<file path="src/rtl/tm1638_frame_sequencer.sv">
// TM1638 refresh frame sequencer.
// Captures a snapshot of the display content and streams the full refresh
// transaction (data command, address command, 16 payload bytes, control
// command) as 18-bit words into the downstream SPI FIFO. The outgoing word
// sits in a single output register that only reloads when it is empty or
// being accepted. This keeps the word stable under backpressure and still
// allows one word per clock when the FIFO is not full.
module tm1638_frame_sequencer #(
  parameter int REFRESH_CYCLES = 0,
  parameter int WIDTH          = 18
) (
  input  logic             i_Clk,
  input  logic             i_Rst_n,
  input  logic             i_Update,
  input  logic [63:0]      i_Digits,
  input  logic [7:0]       i_Leds,
  input  logic [2:0]       i_Brightness,
  input  logic             i_Display_On,
  input  logic             i_FIFO_Full,
  output logic             o_Data_Valid,
  output logic [WIDTH-1:0] o_Data,
  output logic             o_Busy,
  output logic             o_Frame_Done
);

  typedef enum logic [2:0] {
    S_IDLE,
    S_DATA_CMD,
    S_ADDR_CMD,
    S_PAYLOAD,
    S_CTRL_CMD,
    S_DRAIN
  } state_t;

  state_t           state_reg, state_next;
  logic [3:0]       idx_reg, idx_next;
  logic             pending_reg, pending_next;
  logic             valid_reg, valid_next;
  logic [WIDTH-1:0] data_reg, data_next;
  logic             done_reg, done_next;

  logic [63:0]      digits_reg;
  logic [7:0]       leds_reg;
  logic [2:0]       bright_reg;
  logic             on_reg;
  logic             snap_en;

  logic             timer_expire;
  logic             accept;
  logic             can_load;
  logic [WIDTH-1:0] cur_word;
  logic [7:0]       digit_arr [8];

  // Build a FIFO word: write flag 0, STB-release flag, zero pad, data byte.
  function automatic logic [WIDTH-1:0] make_word(input logic end_flag, input logic [7:0] b);
    make_word = {1'b0, end_flag, 8'h00, b};
  endfunction

  for (genvar gi = 0; gi < 8; gi++) begin : g_digit
    assign digit_arr[gi] = digits_reg[8*gi +: 8];
  end

  assign accept   = valid_reg && !i_FIFO_Full;
  assign can_load = !valid_reg || !i_FIFO_Full;

  // Optional periodic refresh timer. It runs only while idle with nothing
  // pending, and it restarts on any trigger.
  if (REFRESH_CYCLES > 0) begin : g_timer
    localparam int CW = (REFRESH_CYCLES > 1) ? $clog2(REFRESH_CYCLES) : 1;
    localparam logic [CW-1:0] CNT_LAST = CW'(REFRESH_CYCLES - 1);
    logic [CW-1:0] cnt_reg;

    assign timer_expire = (state_reg == S_IDLE) && !pending_reg && (cnt_reg == CNT_LAST);

    // Refresh counter: clear on trigger, count in idle, hold while busy.
    always_ff @(posedge i_Clk or negedge i_Rst_n) begin
      if (!i_Rst_n) begin
        cnt_reg <= '0;
      end else if (i_Update || timer_expire) begin
        cnt_reg <= '0;
      end else if (state_reg == S_IDLE && !pending_reg) begin
        cnt_reg <= cnt_reg + 1'b1;
      end
    end
  end else begin : g_no_timer
    assign timer_expire = 1'b0;
  end

  // Word that the current state wants to emit, taken from the snapshot.
  always_comb begin
    cur_word = '0;
    case (state_reg)
      S_DATA_CMD: cur_word = make_word(1'b1, 8'h40);
      S_ADDR_CMD: cur_word = make_word(1'b0, 8'hC0);
      S_PAYLOAD: begin
        if (idx_reg[0])
          cur_word = make_word(idx_reg == 4'd15, {7'b0, leds_reg[idx_reg[3:1]]});
        else
          cur_word = make_word(1'b0, digit_arr[idx_reg[3:1]]);
      end
      S_CTRL_CMD: cur_word = make_word(1'b1, {4'b1000, on_reg, bright_reg});
      default:    cur_word = '0;
    endcase
  end

  // Next-state, output register and pending-request logic.
  always_comb begin
    state_next   = state_reg;
    idx_next     = idx_reg;
    pending_next = pending_reg;
    valid_next   = valid_reg;
    data_next    = data_reg;
    done_next    = 1'b0;
    snap_en      = 1'b0;
    case (state_reg)
      S_IDLE: begin
        if (i_Update || timer_expire) begin
          snap_en    = 1'b1;
          state_next = S_DATA_CMD;
        end
      end
      S_DATA_CMD, S_ADDR_CMD, S_PAYLOAD, S_CTRL_CMD: begin
        if (i_Update)
          pending_next = 1'b1;
        if (can_load) begin
          valid_next = 1'b1;
          data_next  = cur_word;
          case (state_reg)
            S_DATA_CMD: state_next = S_ADDR_CMD;
            S_ADDR_CMD: begin
              state_next = S_PAYLOAD;
              idx_next   = 4'd0;
            end
            S_PAYLOAD: begin
              if (idx_reg == 4'd15)
                state_next = S_CTRL_CMD;
              else
                idx_next = idx_reg + 4'd1;
            end
            default: state_next = S_DRAIN;
          endcase
        end
      end
      S_DRAIN: begin
        if (i_Update)
          pending_next = 1'b1;
        if (accept) begin
          valid_next = 1'b0;
          data_next  = '0;
          done_next  = 1'b1;
          if (pending_reg || i_Update) begin
            pending_next = 1'b0;
            snap_en      = 1'b1;
            state_next   = S_DATA_CMD;
          end else begin
            state_next = S_IDLE;
          end
        end
      end
      default: state_next = S_IDLE;
    endcase
  end

  // Control and output state registers.
  always_ff @(posedge i_Clk or negedge i_Rst_n) begin
    if (!i_Rst_n) begin
      state_reg   <= S_IDLE;
      idx_reg     <= '0;
      pending_reg <= 1'b0;
      valid_reg   <= 1'b0;
      data_reg    <= '0;
      done_reg    <= 1'b0;
    end else begin
      state_reg   <= state_next;
      idx_reg     <= idx_next;
      pending_reg <= pending_next;
      valid_reg   <= valid_next;
      data_reg    <= data_next;
      done_reg    <= done_next;
    end
  end

  // Display content snapshot, taken when a frame starts.
  always_ff @(posedge i_Clk or negedge i_Rst_n) begin
    if (!i_Rst_n) begin
      digits_reg <= '0;
      leds_reg   <= '0;
      bright_reg <= '0;
      on_reg     <= 1'b0;
    end else if (snap_en) begin
      digits_reg <= i_Digits;
      leds_reg   <= i_Leds;
      bright_reg <= i_Brightness;
      on_reg     <= i_Display_On;
    end
  end

  assign o_Data_Valid = valid_reg;
  assign o_Data       = data_reg;
  assign o_Busy       = (state_reg != S_IDLE);
  assign o_Frame_Done = done_reg;

endmodule

</file>
<file path="config.mk">
export PLATFORM = sky130hd
export DESIGN_NAME = tm1638_frame_sequencer
export DESIGN_NICKNAME = d
export VERILOG_FILES = /design/src/rtl/tm1638_frame_sequencer.sv
export SDC_FILE = /design/constraint.sdc
export NUM_CORES = 1
export LEC_CHECK = 0
export CORE_ASPECT_RATIO = 0.5
export CORE_MARGIN = 4
export CORE_UTILIZATION = 46
export CTS_CLUSTER_DIAMETER = 200
export DETAILED_ROUTE_END_ITERATION = 16
export GPL_ROUTABILITY_DRIVEN = 0
export GPL_TIMING_DRIVEN = 1
export PLACE_DENSITY = 0.71
export SLEW_MARGIN = 15
export SYNTH_ARGS = -nofsm -noshare
export SYNTH_HDL_FRONTEND = slang
export SYNTH_SLANG_ARGS = --single-unit
export TNS_END_PERCENT = 1
</file>
<file path="constraint.sdc">
create_clock -name i_Clk -period 2.5 [get_ports i_Clk]
set_input_delay 0.5 -clock i_Clk [delete_from_list [all_inputs] [get_ports i_Clk]]
set_output_delay 0.5 -clock i_Clk [all_outputs]
set_load 0.02 [all_outputs]
</file>
Word-level counts from Yosys, hierarchy flattened
Cells that the tools add are included.
- flip-flop bits (word level): 104
- bits in latches: 0
- bits in writable memories: 0
- ROM bits: 0
- output and inout port bits: 21
- word-level logic and storage cells: 70
- memories kept: 0
- add/sub/neg operators: 1
- multiply operators: 0
- divide/modulo/power cells: 0
- magnitude comparators: 2
- eq/ne operators: 11
- shift-type cells: 0
- mux-type cells: 32
- bitwise logic cells: 1
- reduce and logical (&&, ||, !) cells: 13
- operator list (operator ; count):
    $pmux W17 S4 ; 1
    $mux W18 ; 2
    $pmux W18 S2 ; 1
    $bmux W8 S3 ; 1
    $pmux W3 S3 ; 2
    $mux W17 ; 1
    $mux W8 ; 2
    $mux W1 ; 12
    $mux W3 ; 4
    $ne A2 B2 Y1 const B ; 4
    $pmux W4 S2 ; 1
    $reduce_and A4 Y1 ; 2
    $eq A3 B2 Y1 const B ; 2
    $eq A3 B3 Y1 const B ; 2
    $pmux W1 S2 ; 3
    $add A4 B1 Y4 const B ; 1
    $eq A4 B4 Y1 const B ; 1
    $ge A4 B4 Y1 const B ; 1
    $lt A3 B4 Y1 const B ; 1
    $mux W4 ; 1
    $not A3 Y4 ; 1
    $reduce_bool A2 Y1 ; 2
    $reduce_or A4 Y1 ; 1
    $bmux W1 S3 ; 1
    other kinds (8) ; 10

Depth between registers and ports, before layout
Gate-level depths: netlist of run 1.
- word-level depth: 8
- mapped depth: 7
- mapped depth without buffers: 5

Worst setup path after synthesis of run 1
OpenSTA, ideal clock, no wires.
- path type: register to register
- start point: register state_reg[2]
- end point: register bright_reg[0]
- arrival time: 1741 ps
- data required time: 2375 ps
- slack: 634 ps
- cell stages (with the launch flop): 8
- path buffers: 3
- path through: dfrtp_1 > or3_1 > buf_4 > o21ai_2 > a22o_4 > buf_8 > buf_12 > mux2_4
- cells in the longest elaborated chain, start to end: 2
- elaborated cells between the ends (all ways): 3
- ends and longest elaborated chain (item ; line ; source):
    start, declared ; 35 ; state_t state_reg, state_next;
    start signal, assigned ; 174 ; state_reg <= state_next;
    $eq A3 B3 Y1 / $logic_not A3 Y1 (equally long branches) ; 115 ; case (state_reg)
    $pmux W1 S2 * ; 115 ;
    end signal, assigned ; 193 ; bright_reg <= i_Brightness;
    end, declared ; 44 ; logic [2:0] bright_reg;
Mark *: on every way between the ends. The rest lies on a longest branch, timed or not.
A chain may end at the register's enable or synchronous reset.

Final worst setup path of run 1
- start point: register state_reg[1]
- end point: register digits_reg[19]
- cells in the longest elaborated chain, start to end: 2
- elaborated cells between the ends (all ways): 3
- ends and longest elaborated chain (item ; line ; source):
    $eq A3 B3 Y1 / $logic_not A3 Y1 (equally long branches) ; 115 ;
    $pmux W1 S2 * ; 115 ;
    end signal, assigned ; 191 ; digits_reg <= i_Digits;
    end, declared ; 42 ; logic [63:0] digits_reg;
Marks and branches as above.

==> results of run 1 <==
[critical path, delay by kind of cell, from the launching register on]
| family | cells | cell delay [ps] |
|---|---|---|
| AO/OA/AOI/OAI | 1 | 210 |
| buffers and inverters | 2 | 470 |
| flip-flops | 1 | 500 |
| multiplexers | 1 | 370 |
| AND/OR/NAND/NOR | 2 | 450 |
[placed cells by master, fill, tap and decap left out, types with 2 or more instances in the layout]
cell type        count
nand2_1              9
dfrtp_1             95
o2bb2ai_1            5
conb_1               9
mux4_2              16
buf_4                8
a221o_1              3
mux2i_1             11
and4_1               2
and2_0               2
nand3_1              4
nand2b_1             3
nand3b_1             3
nand4_1              2
nor3_1               5
clkdlybuf4s50_1     89
or3_1                2
inv_1                4
nor2b_1              2
a21boi_0             2
mux2_2              37
nor2_1              10
a31oi_1              4
clkinvlp_4           3
o22ai_1              4
o21ai_0              7
buf_12               4
clkbuf_16            9
mux2_4              40
a21oi_1              3
[repair_timing]
| item | in CTS | in global routing |
|---|---|---|
| setup endpoints to repair | 0 | 1 |
| setup buffers | 0 | 0 |
| resized for setup | 0 | 1 |
[metal layers]
metal | wire [um] | track usage (%) | vias to the layer above
li1 | - | - | 1361
met1 | 4400 | 24.3 | 1495
met2 | 5110 | 30.7 | 115
met3 | 671 | 5.45 | 11
met4 | 116 | 3.44 | 0
met5 | 0 | 0 | -
[cell type report]
cell class	count	area, sq um	area share, %
clock inverters	7	81.3	1.35
repair buffers	102	1040	17.4
flip-flops and latches	95	2380	39.6
clock buffers	9	225	3.75
multi-input cells	203	2100	34.9
inverters	4	15.0	0.250
well taps	135	169	2.81
[stage by stage]
| step | setup slack (ps) | total power (W) |
|---|---|---|
| 2_1_floorplan | 634 | 0.00490 |
| 3_3_place_gp | 126 | 0.00549 |
| 3_5_place_dp | 107 | 0.00563 |
| 4_1_cts | 52.4 | 0.00707 |
| 5_1_grt | 251 | 0.00743 |
| 6_report | 361 | 0.00700 |
[cells by family (layout without fill, tap and decap cells)]
kind of cell | after synthesis | in the layout | synth area share [%]
flip-flops | 95 | 95 | 50.5
AO/OA/AOI/OAI | 41 | 41 | 6.53
AND/OR/NAND/NOR | 48 | 48 | 5.42
buffers and inverters | 35 | 122 | 5.66
adder cells (fa/ha/maj) | 1 | 1 | 0.266
other | 1 | 9 | 0.0796
multiplexers | 104 | 104 | 31.6
[cell usage after synthesis (5+ instances only)]
cell and number:
mux4_2 16, o21ai_0 7, buf_4 15, nand2_1 9, mux2i_1 11, clkbuf_1 8, nor3_1 5, mux2_2 37
dfrtp_1 95, o2bb2ai_1 5, mux2_4 40, nor2_1 10
[path summary, 6_finish.rpt]
kind,startpoint,endpoint,cells after the start
worst min register to register,bright_reg[0],o_Data[0],2
min in group i_Clk,bright_reg[0],o_Data[0],2
worst min-delay path,i_Rst_n,digits_reg[36],1
max in group asynchronous,i_Rst_n,digits_reg[19],2
worst max register to register,state_reg[1],digits_reg[19],6
worst max-delay path,state_reg[1],digits_reg[19],6
[report_power, final]
part           leakage [nW]  internal [W]  total (W)  switching [W]
Combinational          1.18       0.00177    0.00289        0.00112
Clock                 0.140      0.000787    0.00140       0.000609
Sequential             1.14       0.00227    0.00272       0.000447
Total                  2.46       0.00483    0.00700        0.00218
==> summary.md, run 1 <==
| Metric | Value |
|---|---|
| H-tree Lvls | `3` |
| Area growth syn-to-layout | `27.5%` |
| Async set-reset flop share out of synthesis | `100%` |
| Initial antenna violation count | `0` |
| Pin count of the biggest net entering global routing | `54` |
| Critical path peak fanout | `37` |
| Utilization after layout | `62.0%` |
| Pwr Density | `1170 nW/um^2` |
| Max FFs per register | `64` |
| Area contributors post-synth | `dfrtp_1 50%, mux2_4 13%, mux2_2 8.8%, mux4_2 7.6%, buf_4 2.4%` |
| Port Buffers | `91` |
| GR Overflow Total | `0` |
| TritonCTS Buffers | `9` |
| Final wirelength | `10300 um` |
| YS warnings | `0` |
| Worst rel slew slack | `55.4%` |
| Layout Skew | `7.55 ps` |
| Vias post-DR | `2982` |
| Layout cell share with drive strength beyond 1 | `30.0%` |
| Synth cell types | `49` |
| Mapped cell area | `4710 sq um` |
| Sequential area share after synthesis | `50.5%` |
| Layout Cells excl Fill | `555` |
| Yosys reg bits | `95` |
| CTS tree | `built` |
| I/O pin count | `101` |
| Cell count after placement | `539` |
| Fin. Hold Viols | `0` |
| GRT Overall Usage | `18.4%` |
| Average size of a mapped cell | `14.5 sq um` |
| DR iter-0 viols | `221` |
| Max Clock Freq | `467 MHz` |
| P_leak | `2.46 nW` |
| CTS clock-pin slew for the worst setup and hold paths | `70 ps` |
| First-pass GRT wire length | `17000 um` |
| CP max stage delay | `500 ps` |
| Vias in the first global route | `3250` |
| Worst-Skew Late Latency | `340 ps` |
| Nets | `496` |
| Num rows | `25` |
| Worst slew pin tran | `668 ps` |
| Number of remaining DRC errors | `0` |
| Post-synth EDFFs | `0` |
| Post-layout min period | `2140 ps` |
| Die ar. | `12000 sq um` |
| Final ANT Viol Nets | `0` |
| Cts hold-fix bufs | `0` |
| Maxcap violations | `0` |
| Clock Path Buffers | `2` |
| Die X | `151 um` |
| RSZ-0062 raised after global routing | `no` |
| Hpwl dp | `7440 um` |
| VDD IR max | `0.523 mV` |
| Clk root buf | `clkbuf_16` |
| Hold crit path type | `input port to asynchronous set/reset pin` |
| Num Clock Sinks | `95` |
| Crit-path slowest cell | `dfrtp_1` |
| Initial Util | `48.6%` |
| Placed Area | `5700 sq um` |
| Drt first pass iters | `5` |
| Startpoint types | `flop` |
| Routed WL per cell | `18.6 um` |
| Share of the synthesized area in the top cell type | `50.5%` |
| ANT cells | `0` |
| Flop2flop setup slack | `360 ps` |
| Hold WS | `193 ps` |
| Fillers | `718` |
| Post-synth top flop | `dfrtp_1` |
| Status | `finished clean` |
| Die Ht | `79.6 um` |
| Arr. time, crit path | `2370 ps` |
| Critical-path cell list | `buf_4 -> nand2b_2 -> nor2_1 -> a22o_4 -> buf_12 -> mux2_2` |
| Slew Limit Fails | `0` |
| Final worst-path cycle share | `85.6%` |
| Final setup vio count | `0` |
| Area leader, netlist | `dfrtp_1` |
| Setup TNS Final | `0 ps` |
| Vias per inst | `5.37` |
| WS Path Type | `flop to flop` |
| Synth Instances | `325` |
| Core Area | `9700 sq um` |
| Crit end category | `flop` |
| CP required | `2730 ps` |
| Design area | `6010 sq um` |
Power figures use the tool's default switching activity.
==> run 2: changes to the inputs <==
CAP_MARGIN = 20   (was default)
==> results of run 2 <==
No change in the layout: final DEF, timing and power equal those of run 1.
==> run 3: changes to the inputs <==
PLACE_DENSITY = 0.81   (was 0.71)
clock period = 2.6 ns   (was 2.5 ns; I/O delays follow)
==> run 3 against run 2 <==
Sequential share of layout area is 0.17 points higher; critical path depth is 4 lower; count of clock-buffer cells in the layout is 5 higher; utilization is 0.26 points lower; critical path type is now flop to output pin.
==> summary.md, run 3 (synthesis gave the netlist of run 1 again) <==
| Metric | Value |
|---|---|
| Worst-Skew Late Latency | `340 ps` |
| Die ar. | `12000 sq um` |
| Clock group share of total power | `18.0%` |
| Layout cell share with drive strength beyond 1 | `29.7%` |
| Vias post-DR | `2948` |
| Die X | `151 um` |
| P_leak | `2.47 nW` |
| Post-layout min period | `2450 ps` |
| Hold crit path type | `input port to asynchronous set/reset pin` |
| Core Area | `9700 sq um` |
| Post_cts resized | `0` |
| Worst slew pin tran | `625 ps` |
| Die Ht | `79.6 um` |
| Switch share | `30.3%` |
| WS Path Type | `flop to output pin` |
| Num rows | `25` |
| I/O pin count | `101` |
| PnR worst setup slack | `152 ps` |
| Critical path peak fanout | `12` |
| Slew Limit Fails | `0` |
| Postcts setup bufs | `0` |
| Final setup vio count | `0` |
| Reg power frac | `40.1%` |
| ANT cells | `0` |
| Port Buffers | `91` |
| Vias per inst | `5.27` |
| Initial antenna violation count | `0` |
| CP required | `2080 ps` |
| Startpoint types | `flop` |
| Hpwl dp | `7260 um` |
| DR iter-0 viols | `160` |
| NetSw | `0.00198 W` |
| Clk root buf | `clkbuf_16` |
| Nets | `501` |
| Fin. Hold Viols | `0` |
| Layout Cells excl Fill | `559` |
| Final worst-path cycle share | `94.1%` |
| Cts hold-fix bufs | `0` |
| CP max stage delay | `580 ps` |
| RSZ-0062 raised after global routing | `no` |
| Status | `finished clean` |
| Num Clock Sinks | `95` |
| Number of remaining DRC errors | `0` |
| Crit end category | `output pin` |
| Arr. time, crit path | `1930 ps` |
| Pwr Density | `1090 nW/um^2` |
| Most frequent cells in the layout | `95 x dfrtp_1, 90 x clkdlybuf4s50_1, 40 x mux2_4` |
| Initial Util | `48.6%` |
| Layout Skew | `4.85 ps` |
| Final wirelength | `9790 um` |
| Comb pwr share | `41.9%` |
| CTS tree | `built` |
| Maxcap violations | `0` |
| GRT Overall Usage | `17.8%` |
| Final ANT Viol Nets | `0` |
| Cell count after placement | `544` |
| Max FFs per register | `64` |
| Area growth syn-to-layout | `27.0%` |
| Setup TNS Final | `0 ps` |
| VDD IR max | `0.380 mV` |
| Int Power | `0.00457 W` |
| GR Overflow Total | `0` |
| Clock Path Buffers | `2` |
| Drt first pass iters | `4` |
| CTS clock-pin slew for the worst setup and hold paths | `60 ps` |
| Pin count of the biggest net entering global routing | `49` |
| First-pass GRT wire length | `16200 um` |
| Pre-CTS setup slack | `23.4 ps` |
| Vias in the first global route | `3135` |
| H-tree Lvls | `3` |
| Critical-path cell list | `or3_1 -> clkdlybuf4s50_1` |
| Max Clock Freq | `409 MHz` |
| Total chip power | `0.00655 W` |
| Most common cell after layout, fill and taps aside | `dfrtp_1` |
| Routed WL per cell | `17.5 um` |
| Worst rel slew slack | `58.3%` |
| Crit-path slowest cell | `clkdlybuf4s50_1` |
| TritonCTS Buffers | `9` |
## run 3: cell types whose count changed in the layout (fill, tap and decap cells not counted)
| cell | previous run | this run |
|---|---|---|
| inv_8 | 1 | 0 |
| clkbuf_8 | 0 | 1 |
| clkinv_4 | 1 | 0 |
| inv_6 | 1 | 0 |
| clkdlybuf4s50_1 | 89 | 90 |
| dlymetal6s2s_1 | 1 | 0 |
| bufinv_16 | 1 | 0 |
| clkinv_2 | 0 | 1 |
| buf_4 | 8 | 14 |
| buf_12 | 4 | 3 |
| clkinvlp_4 | 3 | 0 |
| clkbuf_1 | 0 | 4 |
## run 3: worst paths after layout
path / from / end / slack, ps / cells past startpoint
min in group i_Clk: digits_reg[44] / digits_reg[44] / 500 / 1
min reg2reg: digits_reg[44] / digits_reg[44] / 500 / 1
max: state_reg[2] / o_Busy / 150 / 2
max reg2reg: state_reg[0] / digits_reg[18] / 490 / 6
max in group asynchronous: i_Rst_n / digits_reg[43] / 1700 / 2
min: i_Rst_n / digits_reg[5] / 200 / 1
## run 3: metrics by stage
stage          area, sq um  hold WS [ps]  utilization [%]
4_1_cts               5980           207             61.7
5_1_grt               5980           243             61.7
3_5_place_dp          5720           490             59.0
6_report              5980           204             61.7
3_3_place_gp          5720           479             59.0
2_1_floorplan         4740           224                -
## run 3: power groups by stage
stage | clock network (W) | registers, W | logic [W]
after global placement | 0 | 0.00261 | 0.00269
after detailed placement | 0 | 0.00264 | 0.00275
final | 0.00118 | 0.00263 | 0.00274
after floorplan | 0 | 0.00254 | 0.00216
after CTS | 0.00122 | 0.00263 | 0.00277
after global routing | 0.00127 | 0.00272 | 0.00296
## run 3: routing by layer
| metal | vias to the layer above | wire length, um | global-route usage, % |
|---|---|---|---|
| met5 | - | 0 | 0 |
| met2 | 86 | 4730 | 28.6 |
| met3 | 4 | 705 | 6.30 |
| met4 | 0 | 52 | 3.62 |
| met1 | 1479 | 4300 | 23.4 |
| li1 | 1379 | - | - |
## run 3: final cells by class
class	instances	area, sq um
fill	744	3710
sequential	95	2380
multi-input combinational	203	2100
timing repair buffer	107	1070
clock buffer	14	254
tap	135	169
inverter	4	15.0
clock inverter	1	5.00
## run 3: worst max-delay path, delay by kind of cell, from the launching register on
kind	cells	cell delay [ps]
buf+inv	1	580
flops	1	500
simple gates	1	510
